==> src/rtl/taxi_pkg.sv <==
// Shared constants, types and grid helpers for the Taxi-v3 environment core.
package taxi_pkg;

  localparam int unsigned GRID   = 5;
  localparam int unsigned ROW_W  = 3;
  localparam int unsigned PASS_W = 3;
  localparam int unsigned DEST_W = 2;
  localparam int unsigned REW_W  = 6;
  localparam int unsigned CNT_W  = 8;
  localparam int unsigned LFSR_W = 16;

  localparam logic [ROW_W-1:0]  GRID_MAX     = ROW_W'(GRID - 1);
  localparam logic [PASS_W-1:0] PASS_IN_TAXI = 3'd4;

  localparam logic [2:0] ACT_SOUTH   = 3'd0;
  localparam logic [2:0] ACT_NORTH   = 3'd1;
  localparam logic [2:0] ACT_EAST    = 3'd2;
  localparam logic [2:0] ACT_WEST    = 3'd3;
  localparam logic [2:0] ACT_PICKUP  = 3'd4;
  localparam logic [2:0] ACT_DROPOFF = 3'd5;

  localparam logic signed [REW_W-1:0] R_STEP    = -6'sd1;
  localparam logic signed [REW_W-1:0] R_ILLEGAL = -6'sd10;
  localparam logic signed [REW_W-1:0] R_GOAL    = 6'sd20;

  typedef enum logic [1:0] {S_IDLE, S_GEN, S_RUN, S_END} state_t;

  // Landmarks R, G, Y, B in index order.
  function automatic logic [ROW_W-1:0] land_row(input logic [DEST_W-1:0] idx);
    return (idx[1]) ? 3'd4 : 3'd0;
  endfunction

  function automatic logic [ROW_W-1:0] land_col(input logic [DEST_W-1:0] idx);
    logic [ROW_W-1:0] c;
    case (idx)
      2'd0:    c = 3'd0;
      2'd1:    c = 3'd4;
      2'd2:    c = 3'd0;
      default: c = 3'd3;
    endcase
    return c;
  endfunction

  // Landmark index under the taxi, or PASS_IN_TAXI when not on one.
  function automatic logic [PASS_W-1:0] landmark_of(input logic [ROW_W-1:0] row,
                                                     input logic [ROW_W-1:0] col);
    logic [PASS_W-1:0] lm;
    lm = PASS_IN_TAXI;
    for (int i = 0; i < 4; i++) begin
      if (row == land_row(DEST_W'(i)) && col == land_col(DEST_W'(i))) lm = PASS_W'(i);
    end
    return lm;
  endfunction

  function automatic logic east_wall(input logic [ROW_W-1:0] row, input logic [ROW_W-1:0] col);
    return (col == GRID_MAX) || (row <= 3'd1 && col == 3'd1) ||
           (row >= 3'd3 && (col == 3'd0 || col == 3'd2));
  endfunction

  function automatic logic west_wall(input logic [ROW_W-1:0] row, input logic [ROW_W-1:0] col);
    return (col == 3'd0) || (row <= 3'd1 && col == 3'd2) ||
           (row >= 3'd3 && (col == 3'd1 || col == 3'd3));
  endfunction

endpackage

==> src/rtl/taxi_env_step_if.sv <==
// Load/start/action inputs and episode-state/step-result outputs of the environment.
interface taxi_env_step_if;
  import taxi_pkg::*;

  logic                load_valid;
  logic [ROW_W-1:0]    load_row;
  logic [ROW_W-1:0]    load_col;
  logic [PASS_W-1:0]   load_pass;
  logic [DEST_W-1:0]   load_dest;
  logic                start;
  logic                act_valid;
  logic [2:0]          act;
  logic                act_ready;
  logic [ROW_W-1:0]    taxi_row;
  logic [ROW_W-1:0]    taxi_col;
  logic [PASS_W-1:0]   pass_loc;
  logic [DEST_W-1:0]   dest_idx;
  logic                step_valid;
  logic [REW_W-1:0]    reward;
  logic                done;
  logic                truncated;
  logic [CNT_W-1:0]    step_count;

  modport master (
    output load_valid, load_row, load_col, load_pass, load_dest, start, act_valid, act,
    input  act_ready, taxi_row, taxi_col, pass_loc, dest_idx, step_valid, reward,
           done, truncated, step_count
  );

  modport slave (
    input  load_valid, load_row, load_col, load_pass, load_dest, start, act_valid, act,
    output act_ready, taxi_row, taxi_col, pass_loc, dest_idx, step_valid, reward,
           done, truncated, step_count
  );
endinterface

==> src/rtl/taxi_lfsr.sv <==
// Free-running 16-bit Galois LFSR (mask 16'hB400) used for random episode starts.
module taxi_lfsr
  import taxi_pkg::*;
#(
  parameter logic [LFSR_W-1:0] SEED = 16'hACE1
) (
  input  logic              clk,
  input  logic              rst,
  output logic [LFSR_W-1:0] o_lfsr
);
  logic [LFSR_W-1:0] r_lfsr;

  always_ff @(posedge clk) begin
    if (rst) r_lfsr <= SEED;
    else     r_lfsr <= {1'b0, r_lfsr[LFSR_W-1:1]} ^ (r_lfsr[0] ? 16'hB400 : 16'h0000);
  end

  assign o_lfsr = r_lfsr;
endmodule

==> src/rtl/taxi_env_step.sv <==
// Taxi-v3 environment core: holds episode state and applies one action per handshake.
module taxi_env_step
  import taxi_pkg::*;
#(
  parameter int unsigned       MAX_STEPS = 200,
  parameter logic [LFSR_W-1:0] LFSR_SEED = 16'hACE1
) (
  input  logic            clk,
  input  logic            rst,
  taxi_env_step_if.slave  bus
);
  state_t                   r_state, w_state_nxt;
  logic [ROW_W-1:0]         r_row, w_row_nxt, r_col, w_col_nxt;
  logic [PASS_W-1:0]        r_pass, w_pass_nxt;
  logic [DEST_W-1:0]        r_dest, w_dest_nxt;
  logic                     r_step_valid, w_step_valid_nxt;
  logic signed [REW_W-1:0]  r_reward, w_reward_nxt;
  logic                     r_done, w_done_nxt, r_trunc, w_trunc_nxt;
  logic [CNT_W-1:0]         r_cnt, w_cnt_nxt, w_cnt_inc;
  logic [LFSR_W-1:0]        w_lfsr;
  logic                     w_gen_ok;
  logic [PASS_W-1:0]        w_land;
  logic                     w_unused_lfsr;

  taxi_lfsr #(.SEED(LFSR_SEED)) u_lfsr (.clk(clk), .rst(rst), .o_lfsr(w_lfsr));

  assign w_unused_lfsr = ^w_lfsr[LFSR_W-1:10];
  assign w_gen_ok  = (w_lfsr[2:0] < ROW_W'(GRID)) && (w_lfsr[5:3] < ROW_W'(GRID)) &&
                     (w_lfsr[7:6] != w_lfsr[9:8]);
  assign w_land    = landmark_of(r_row, r_col);
  assign w_cnt_inc = r_cnt + 8'd1;

  always_ff @(posedge clk) begin
    if (rst) begin
      r_state      <= S_IDLE;
      r_row        <= '0;
      r_col        <= '0;
      r_pass       <= '0;
      r_dest       <= '0;
      r_step_valid <= 1'b0;
      r_reward     <= '0;
      r_done       <= 1'b0;
      r_trunc      <= 1'b0;
      r_cnt        <= '0;
    end else begin
      r_state      <= w_state_nxt;
      r_row        <= w_row_nxt;
      r_col        <= w_col_nxt;
      r_pass       <= w_pass_nxt;
      r_dest       <= w_dest_nxt;
      r_step_valid <= w_step_valid_nxt;
      r_reward     <= w_reward_nxt;
      r_done       <= w_done_nxt;
      r_trunc      <= w_trunc_nxt;
      r_cnt        <= w_cnt_nxt;
    end
  end

  // Next state: load beats start beats an accepted action.
  always_comb begin
    w_state_nxt      = r_state;
    w_row_nxt        = r_row;
    w_col_nxt        = r_col;
    w_pass_nxt       = r_pass;
    w_dest_nxt       = r_dest;
    w_step_valid_nxt = 1'b0;
    w_reward_nxt     = r_reward;
    w_done_nxt       = r_done;
    w_trunc_nxt      = r_trunc;
    w_cnt_nxt        = r_cnt;

    if (bus.load_valid) begin
      w_row_nxt   = bus.load_row;
      w_col_nxt   = bus.load_col;
      w_pass_nxt  = bus.load_pass;
      w_dest_nxt  = bus.load_dest;
      w_cnt_nxt   = '0;
      w_done_nxt  = 1'b0;
      w_trunc_nxt = 1'b0;
      w_state_nxt = S_RUN;
    end else if (bus.start) begin
      w_cnt_nxt   = '0;
      w_done_nxt  = 1'b0;
      w_trunc_nxt = 1'b0;
      w_state_nxt = S_GEN;
    end else begin
      case (r_state)
        S_GEN: begin
          if (w_gen_ok) begin
            w_row_nxt   = w_lfsr[2:0];
            w_col_nxt   = w_lfsr[5:3];
            w_pass_nxt  = {1'b0, w_lfsr[7:6]};
            w_dest_nxt  = w_lfsr[9:8];
            w_state_nxt = S_RUN;
          end
        end
        S_RUN: begin
          if (bus.act_valid) begin
            w_step_valid_nxt = 1'b1;
            w_cnt_nxt        = w_cnt_inc;
            w_reward_nxt     = R_STEP;
            case (bus.act)
              ACT_SOUTH: if (r_row < GRID_MAX) w_row_nxt = r_row + 3'd1;
              ACT_NORTH: if (r_row != 3'd0) w_row_nxt = r_row - 3'd1;
              ACT_EAST:  if (!east_wall(r_row, r_col)) w_col_nxt = r_col + 3'd1;
              ACT_WEST:  if (!west_wall(r_row, r_col)) w_col_nxt = r_col - 3'd1;
              ACT_PICKUP: begin
                if (r_pass < PASS_IN_TAXI && w_land == r_pass) w_pass_nxt = PASS_IN_TAXI;
                else w_reward_nxt = R_ILLEGAL;
              end
              ACT_DROPOFF: begin
                if (r_pass == PASS_IN_TAXI && w_land == {1'b0, r_dest}) begin
                  w_pass_nxt   = w_land;
                  w_reward_nxt = R_GOAL;
                  w_done_nxt   = 1'b1;
                end else if (r_pass == PASS_IN_TAXI && w_land != PASS_IN_TAXI) begin
                  w_pass_nxt = w_land;
                end else begin
                  w_reward_nxt = R_ILLEGAL;
                end
              end
              default: ;
            endcase
            if (w_cnt_inc >= CNT_W'(MAX_STEPS)) w_trunc_nxt = 1'b1;
            if (w_done_nxt || w_trunc_nxt) w_state_nxt = S_END;
          end
        end
        default: ;
      endcase
    end
  end

  assign bus.act_ready  = (r_state == S_RUN);
  assign bus.taxi_row   = r_row;
  assign bus.taxi_col   = r_col;
  assign bus.pass_loc   = r_pass;
  assign bus.dest_idx   = r_dest;
  assign bus.step_valid = r_step_valid;
  assign bus.reward     = r_reward;
  assign bus.done       = r_done;
  assign bus.truncated  = r_trunc;
  assign bus.step_count = r_cnt;
endmodule

==> src/flat_wrapper.sv <==
// flat-port wrapper written by rule: the top's interface ports become plain ports
module taxi_env_step_flat import taxi_pkg::*;
#(
  parameter int unsigned       MAX_STEPS = 200,
  parameter logic [LFSR_W-1:0] LFSR_SEED = 16'hACE1
)
  (clk, rst, bus_load_valid, bus_load_row, bus_load_col, bus_load_pass, bus_load_dest, bus_start, bus_act_valid, bus_act, bus_act_ready, bus_taxi_row, bus_taxi_col, bus_pass_loc, bus_dest_idx, bus_step_valid, bus_reward, bus_done, bus_truncated, bus_step_count);
  taxi_env_step_if bus_i ();
  input  logic clk;
  input  logic rst;
  input wire logic [$bits(bus_i.load_valid)-1:0] bus_load_valid;
  input wire logic [$bits(bus_i.load_row)-1:0] bus_load_row;
  input wire logic [$bits(bus_i.load_col)-1:0] bus_load_col;
  input wire logic [$bits(bus_i.load_pass)-1:0] bus_load_pass;
  input wire logic [$bits(bus_i.load_dest)-1:0] bus_load_dest;
  input wire logic [$bits(bus_i.start)-1:0] bus_start;
  input wire logic [$bits(bus_i.act_valid)-1:0] bus_act_valid;
  input wire logic [$bits(bus_i.act)-1:0] bus_act;
  output wire logic [$bits(bus_i.act_ready)-1:0] bus_act_ready;
  output wire logic [$bits(bus_i.taxi_row)-1:0] bus_taxi_row;
  output wire logic [$bits(bus_i.taxi_col)-1:0] bus_taxi_col;
  output wire logic [$bits(bus_i.pass_loc)-1:0] bus_pass_loc;
  output wire logic [$bits(bus_i.dest_idx)-1:0] bus_dest_idx;
  output wire logic [$bits(bus_i.step_valid)-1:0] bus_step_valid;
  output wire logic [$bits(bus_i.reward)-1:0] bus_reward;
  output wire logic [$bits(bus_i.done)-1:0] bus_done;
  output wire logic [$bits(bus_i.truncated)-1:0] bus_truncated;
  output wire logic [$bits(bus_i.step_count)-1:0] bus_step_count;
  assign bus_i.load_valid = bus_load_valid;
  assign bus_i.load_row = bus_load_row;
  assign bus_i.load_col = bus_load_col;
  assign bus_i.load_pass = bus_load_pass;
  assign bus_i.load_dest = bus_load_dest;
  assign bus_i.start = bus_start;
  assign bus_i.act_valid = bus_act_valid;
  assign bus_i.act = bus_act;
  assign bus_act_ready = bus_i.act_ready;
  assign bus_taxi_row = bus_i.taxi_row;
  assign bus_taxi_col = bus_i.taxi_col;
  assign bus_pass_loc = bus_i.pass_loc;
  assign bus_dest_idx = bus_i.dest_idx;
  assign bus_step_valid = bus_i.step_valid;
  assign bus_reward = bus_i.reward;
  assign bus_done = bus_i.done;
  assign bus_truncated = bus_i.truncated;
  assign bus_step_count = bus_i.step_count;
  taxi_env_step #(.MAX_STEPS(MAX_STEPS), .LFSR_SEED(LFSR_SEED)) u_core (.clk(clk), .rst(rst), .bus(bus_i));
endmodule
==> config.mk <==
export PLATFORM = sky130hd
export DESIGN_NAME = taxi_env_step_flat
export DESIGN_NICKNAME = d
export VERILOG_FILES = /design/src/rtl/taxi_pkg.sv /design/src/rtl/taxi_env_step_if.sv /design/src/rtl/taxi_lfsr.sv /design/src/rtl/taxi_env_step.sv /design/src/flat_wrapper.sv
export SDC_FILE = /design/constraint.sdc
export NUM_CORES = 1
export LEC_CHECK = 0
export ABC_CLOCK_PERIOD_IN_PS = 1950
export CAP_MARGIN = 20
export CORE_UTILIZATION = 35
export DETAILED_ROUTE_END_ITERATION = 10
export DONT_BUFFER_PORTS = 1
export SLEW_MARGIN = 15
export SYNTH_ARGS = -nofsm -noshare
export SYNTH_HDL_FRONTEND = slang
export SYNTH_SLANG_ARGS = --single-unit
==> constraint.sdc <==
create_clock -name clk -period 1.95 [get_ports clk]
set_input_delay 0.39 -clock clk [delete_from_list [all_inputs] [get_ports clk]]
set_output_delay 0.39 -clock clk [all_outputs]
set_load 0.01 [all_outputs]
==> flow_summary.ini <==
[run_status]
outcome = finished clean

[finish]
layout-drive-gt1-share = 0.3333
finish.utilization = 0.4697
syn_to_final_growth_pct = 26.68
n_diodes = 0
finish.net_count = 357

[place]
hpwlAfterDp_um = 4543
pre_cts_setup_slack_ps = -85.68
numPortBuffers = 0
place.gp.congestion = 0.8224

[worst_setup_path]
crit_path_start = u_core.bus.taxi_row[1]$_SDFFE_PP0P_
cp_slowest_cell = sky130_fd_sc_hd__dfxtp_4
rr_worst_depth = 8
cells_along_the_critical_path = ha_4 -> ha_4 -> a211o_4 -> a21oi_2 -> o221ai_2 -> a31oi_4 -> mux2i_1 -> nor2_1
worst_path_most_repeated_cell = sky130_fd_sc_hd__ha_4
worstReg2RegStart = u_core.bus.taxi_row[1]$_SDFFE_PP0P_
worst_r2r_endpoint = u_core.bus.taxi_col[0]$_SDFFE_PP0P_
r2r_slack_ps = 60
critical_path.startpoint_type = flop
worst-path-max-fanout = 4
cp_data_required_time_ps = 2150
timing.critical_path.to_type = flop
critical_path_class = flop to flop
timing.critical_path.slowest_cell_delay_ps = 380
critical_path_arrival_ps = 2080

[pwr]
netSwitchingPower_mw = 0.6420
switching_share = 0.2731
cellLeakagePower_nw = 1.215
power_per_cell_area_nw_per_um2 = 720.7
intPower_mw = 1.709
power.clock.fraction = 0.354
power_frac_seq = 0.417
combPwrFrac = 0.229
p_total_mw = 2.351
peakVddDrop_mv = 0.3624

[clocking]
cts_made_buffers = 5
clock_insertion_delay_worst_skew_ps = 290
ctsHoldBuffers = 0
cts.root.buffer_cell = sky130_fd_sc_hd__clkbuf_8
clkTransAtPathRegs_ps = 90
clkSinkCount = 43
level_count_of_the_clock_h_tree = 2
cts_tree = done
max-clock-path-buffers = 2

[sta]
finClkSkew_ps = 10.47
report.final.slew_viol_count = 0
max_slew_margin = 0.6912
final-setup-viol-count = 0
finalHoldViolations = 0
fin_crit_sh = 0.9686
finalHoldWorstSlack_ps = 150.8
timing_worst_slew_pin_value_ps = 459.6
setup_tns_ps = 0
unrepaired_setup_endpoints_after_global_routing = yes
post-route-worst-setup-slack_ps = 61.23
achievable-frequency_ghz = 0.5294
fin_crit_ps = 1889

[routing]
ant_nets_after_route = 0
detail_route.drc_violations = 0
vias_per_cell = 5.162
dr_total_vias = 2168
drt-pass1-iter-count = 5
wl_per_cell_um = 14.87
drt_iter0_markers = 43
totalWireLength_um = 6246

[logic_synthesis]
synth_largest_area_cell = sky130_fd_sc_hd__dfxtp_1
netlist_instances = 293
async_reset_ff_frac = 0
ys_dominant_reg_cell = sky130_fd_sc_hd__dfxtp_1
netlist_area_um2 = 2575
mappedNetlistNets = 327
synth-edff-count = 0
average_cell_area_after_synthesis_um2 = 8.788
ys_seq_elements = 43
post-synth-top-area-fraction = 0.3343
yosys-top-cells-area = sky130_fd_sc_hd__dfxtp_1 (33%), sky130_fd_sc_hd__ha_1 (7.3%), sky130_fd_sc_hd__nor2_1 (5.2%), sky130_fd_sc_hd__mux2i_1 (3.9%), sky130_fd_sc_hd__xor2_1 (3.7%)
synthesis_warnings = 0
yosys.cell_types.count = 59
seq_area_frac_synth = 0.3343

[floorplan]
die_span_in_x_um = 87.78
die_y_um = 87.78
core_region_area_um2 = 6944
starting_density_of_the_core = 0.3708
io-pin-count = 48
die_area_um2 = 7704
site_row_count = 30

[global_route]
grt_antenna_before_repair = 0
grt_util_all_layers = 0.1687
final_global_route_overflow_total = 0
via_count_of_the_first_global_routing_pass = 2107
largest_net_degree_at_the_start_of_global_routing = 36
grt_first_pass_wirelength_um = 10050

[worst_hold_path]
hold_worst_path_end = u_core.bus.taxi_col[0]$_SDFFE_PP0P_
min_path_cells = 1
min-delay-start = rst
hold_path.class = input pin to flop

[flow_run]
cap_violations = 0
[power by group through the flow]
stage | clock [mW] | sequential (mW) | combinational (mW)
after detailed placement | 0 | 0.990 | 0.458
after floorplan | 0 | 0.994 | 0.320
final | 0.833 | 0.980 | 0.538
after global routing | 0.904 | 0.987 | 0.592
after CTS | 0.854 | 0.970 | 0.474
after global placement | 0 | 0.990 | 0.452
[synthesized netlist by cell type, types with 2 or more instances]
library cell,number
sky130_fd_sc_hd__a211oi_1,7
sky130_fd_sc_hd__a21oi_1,10
sky130_fd_sc_hd__a21oi_2,2
sky130_fd_sc_hd__a22o_1,2
sky130_fd_sc_hd__a31oi_1,3
sky130_fd_sc_hd__and2_1,2
sky130_fd_sc_hd__buf_2,5
sky130_fd_sc_hd__buf_4,5
sky130_fd_sc_hd__clkbuf_1,7
sky130_fd_sc_hd__dfxtp_1,43
sky130_fd_sc_hd__ha_1,15
sky130_fd_sc_hd__inv_1,13
sky130_fd_sc_hd__inv_2,2
sky130_fd_sc_hd__mux2i_1,10
sky130_fd_sc_hd__nand2_1,17
sky130_fd_sc_hd__nand2b_1,4
sky130_fd_sc_hd__nand3_1,5
sky130_fd_sc_hd__nand3b_1,3
sky130_fd_sc_hd__nand4_1,3
sky130_fd_sc_hd__nor2_1,36
sky130_fd_sc_hd__nor2b_1,10
sky130_fd_sc_hd__nor3_1,4
sky130_fd_sc_hd__nor3b_1,5
sky130_fd_sc_hd__o2111ai_1,3
sky130_fd_sc_hd__o211ai_1,3
sky130_fd_sc_hd__o211ai_2,2
sky130_fd_sc_hd__o21a_1,2
sky130_fd_sc_hd__o21ai_0,9
sky130_fd_sc_hd__o21bai_1,2
sky130_fd_sc_hd__o221ai_1,3
sky130_fd_sc_hd__o22ai_1,2
sky130_fd_sc_hd__or2_2,6
sky130_fd_sc_hd__or3_1,3
sky130_fd_sc_hd__xnor2_1,10
sky130_fd_sc_hd__xor2_1,11
[logic make-up after synthesis]
group | share of synthesized area
multiplexers | 0.03887
buffers and inverters | 0.05783
XOR/XNOR | 0.07143
adder cells (fa/ha/maj) | 0.07289
AND/OR/NAND/NOR | 0.2089
flip-flops | 0.3343
AO/OA/AOI/OAI | 0.2157
[placed cells by master (no fill, tap or decap), drive strengths merged, types with 3 or more instances in the layout]
cell	netlist	final
nand2b	4	4
xnor2	10	10
nand3	6	6
o2111ai	3	3
nand2	17	17
nor2	36	36
dfxtp	43	43
clkbuf	7	6
ha	15	15
buf	10	40
a21oi	12	12
nor3	5	5
o211ai	5	5
mux2i	10	10
a211oi	7	7
nand4	3	3
o21ai	10	10
nor3b	5	5
o221ai	3	3
xor2	11	11
or3	3	3
nand3b	3	3
a31oi	4	4
nor2b	10	10
inv	15	15
or2	6	6
[metrics by stage]
step | cells | area (µm²)
CTS | 419 | 3069
global route | 420 | 3262
global placement | 411 | 2908
detailed placement | 411 | 2908
floorplan | 293 | 2590
finish | 420 | 3262
[what timing repair did]
item / CTS / global route
setup buffers: 0 / 1
pin swaps: 2 / 14
setup endpoints to repair: 7 / 12
resized for setup: 7 / 42
[flip-flops by register name, indices dropped and copies added, names as in the netlist]
register               count
u_core.bus.dest_idx        2
u_core.bus.done            1
u_core.bus.pass_loc        3
u_core.bus.reward          3
u_core.bus.step_count      8
u_core.bus.step_valid      1
u_core.bus.taxi_col        3
u_core.bus.taxi_row        3
u_core.bus.truncated       1
u_core.r_state             2
u_core.u_lfsr.o_lfsr      16
[per-layer routing]
layer  GRT usage  share of wire  vias up  wire length (µm)
li1            -              -     1090                 -
met1      0.2102           0.47     1021              2912
met2      0.2847           0.47       50              2948
met3     0.04241          0.051        7               316
met4     0.05365          0.011        0                68
met5           0              0        -                 0
[cell type report]
| class | count | area (µm²) |
|---|---|---|
| clock buffers | 6 | 72.57 |
| clock inverters | 2 | 60.06 |
| fillers | 663 | 3682 |
| inverters | 16 | 62.56 |
| multi-input cells | 217 | 1767 |
| flip-flops and latches | 43 | 872.1 |
| well taps | 96 | 120.1 |
| repair buffers | 40 | 307.8 |
[worst max-delay path by stage]
stage,to,cells after the start,slack [ps]
final,u_core.bus.taxi_col[0]$_SDFFE_PP0P_,8,60
after global routing,u_core.bus.taxi_col[0]$_SDFFE_PP0P_,8,-90
after CTS,u_core.bus.taxi_row[0]$_SDFFE_PP0P_,7,7
after detailed placement,u_core.r_state[1]$_SDFFE_PP0P_,8,-90
after floorplan,u_core.r_state[1]$_SDFFE_PP0P_,8,10
after global placement,u_core.r_state[1]$_SDFFE_PP0P_,8,-30
[critical path, delay by kind of cell, from the launching register on]
| family | cells | cell delay [ps] |
|---|---|---|
| flops | 1 | 380 |
| compound gates | 4 | 810 |
| mux | 1 | 210 |
| simple gates | 1 | 60 |
| fa+ha+maj | 2 | 320 |
Power figures use the tool's default switching activity.
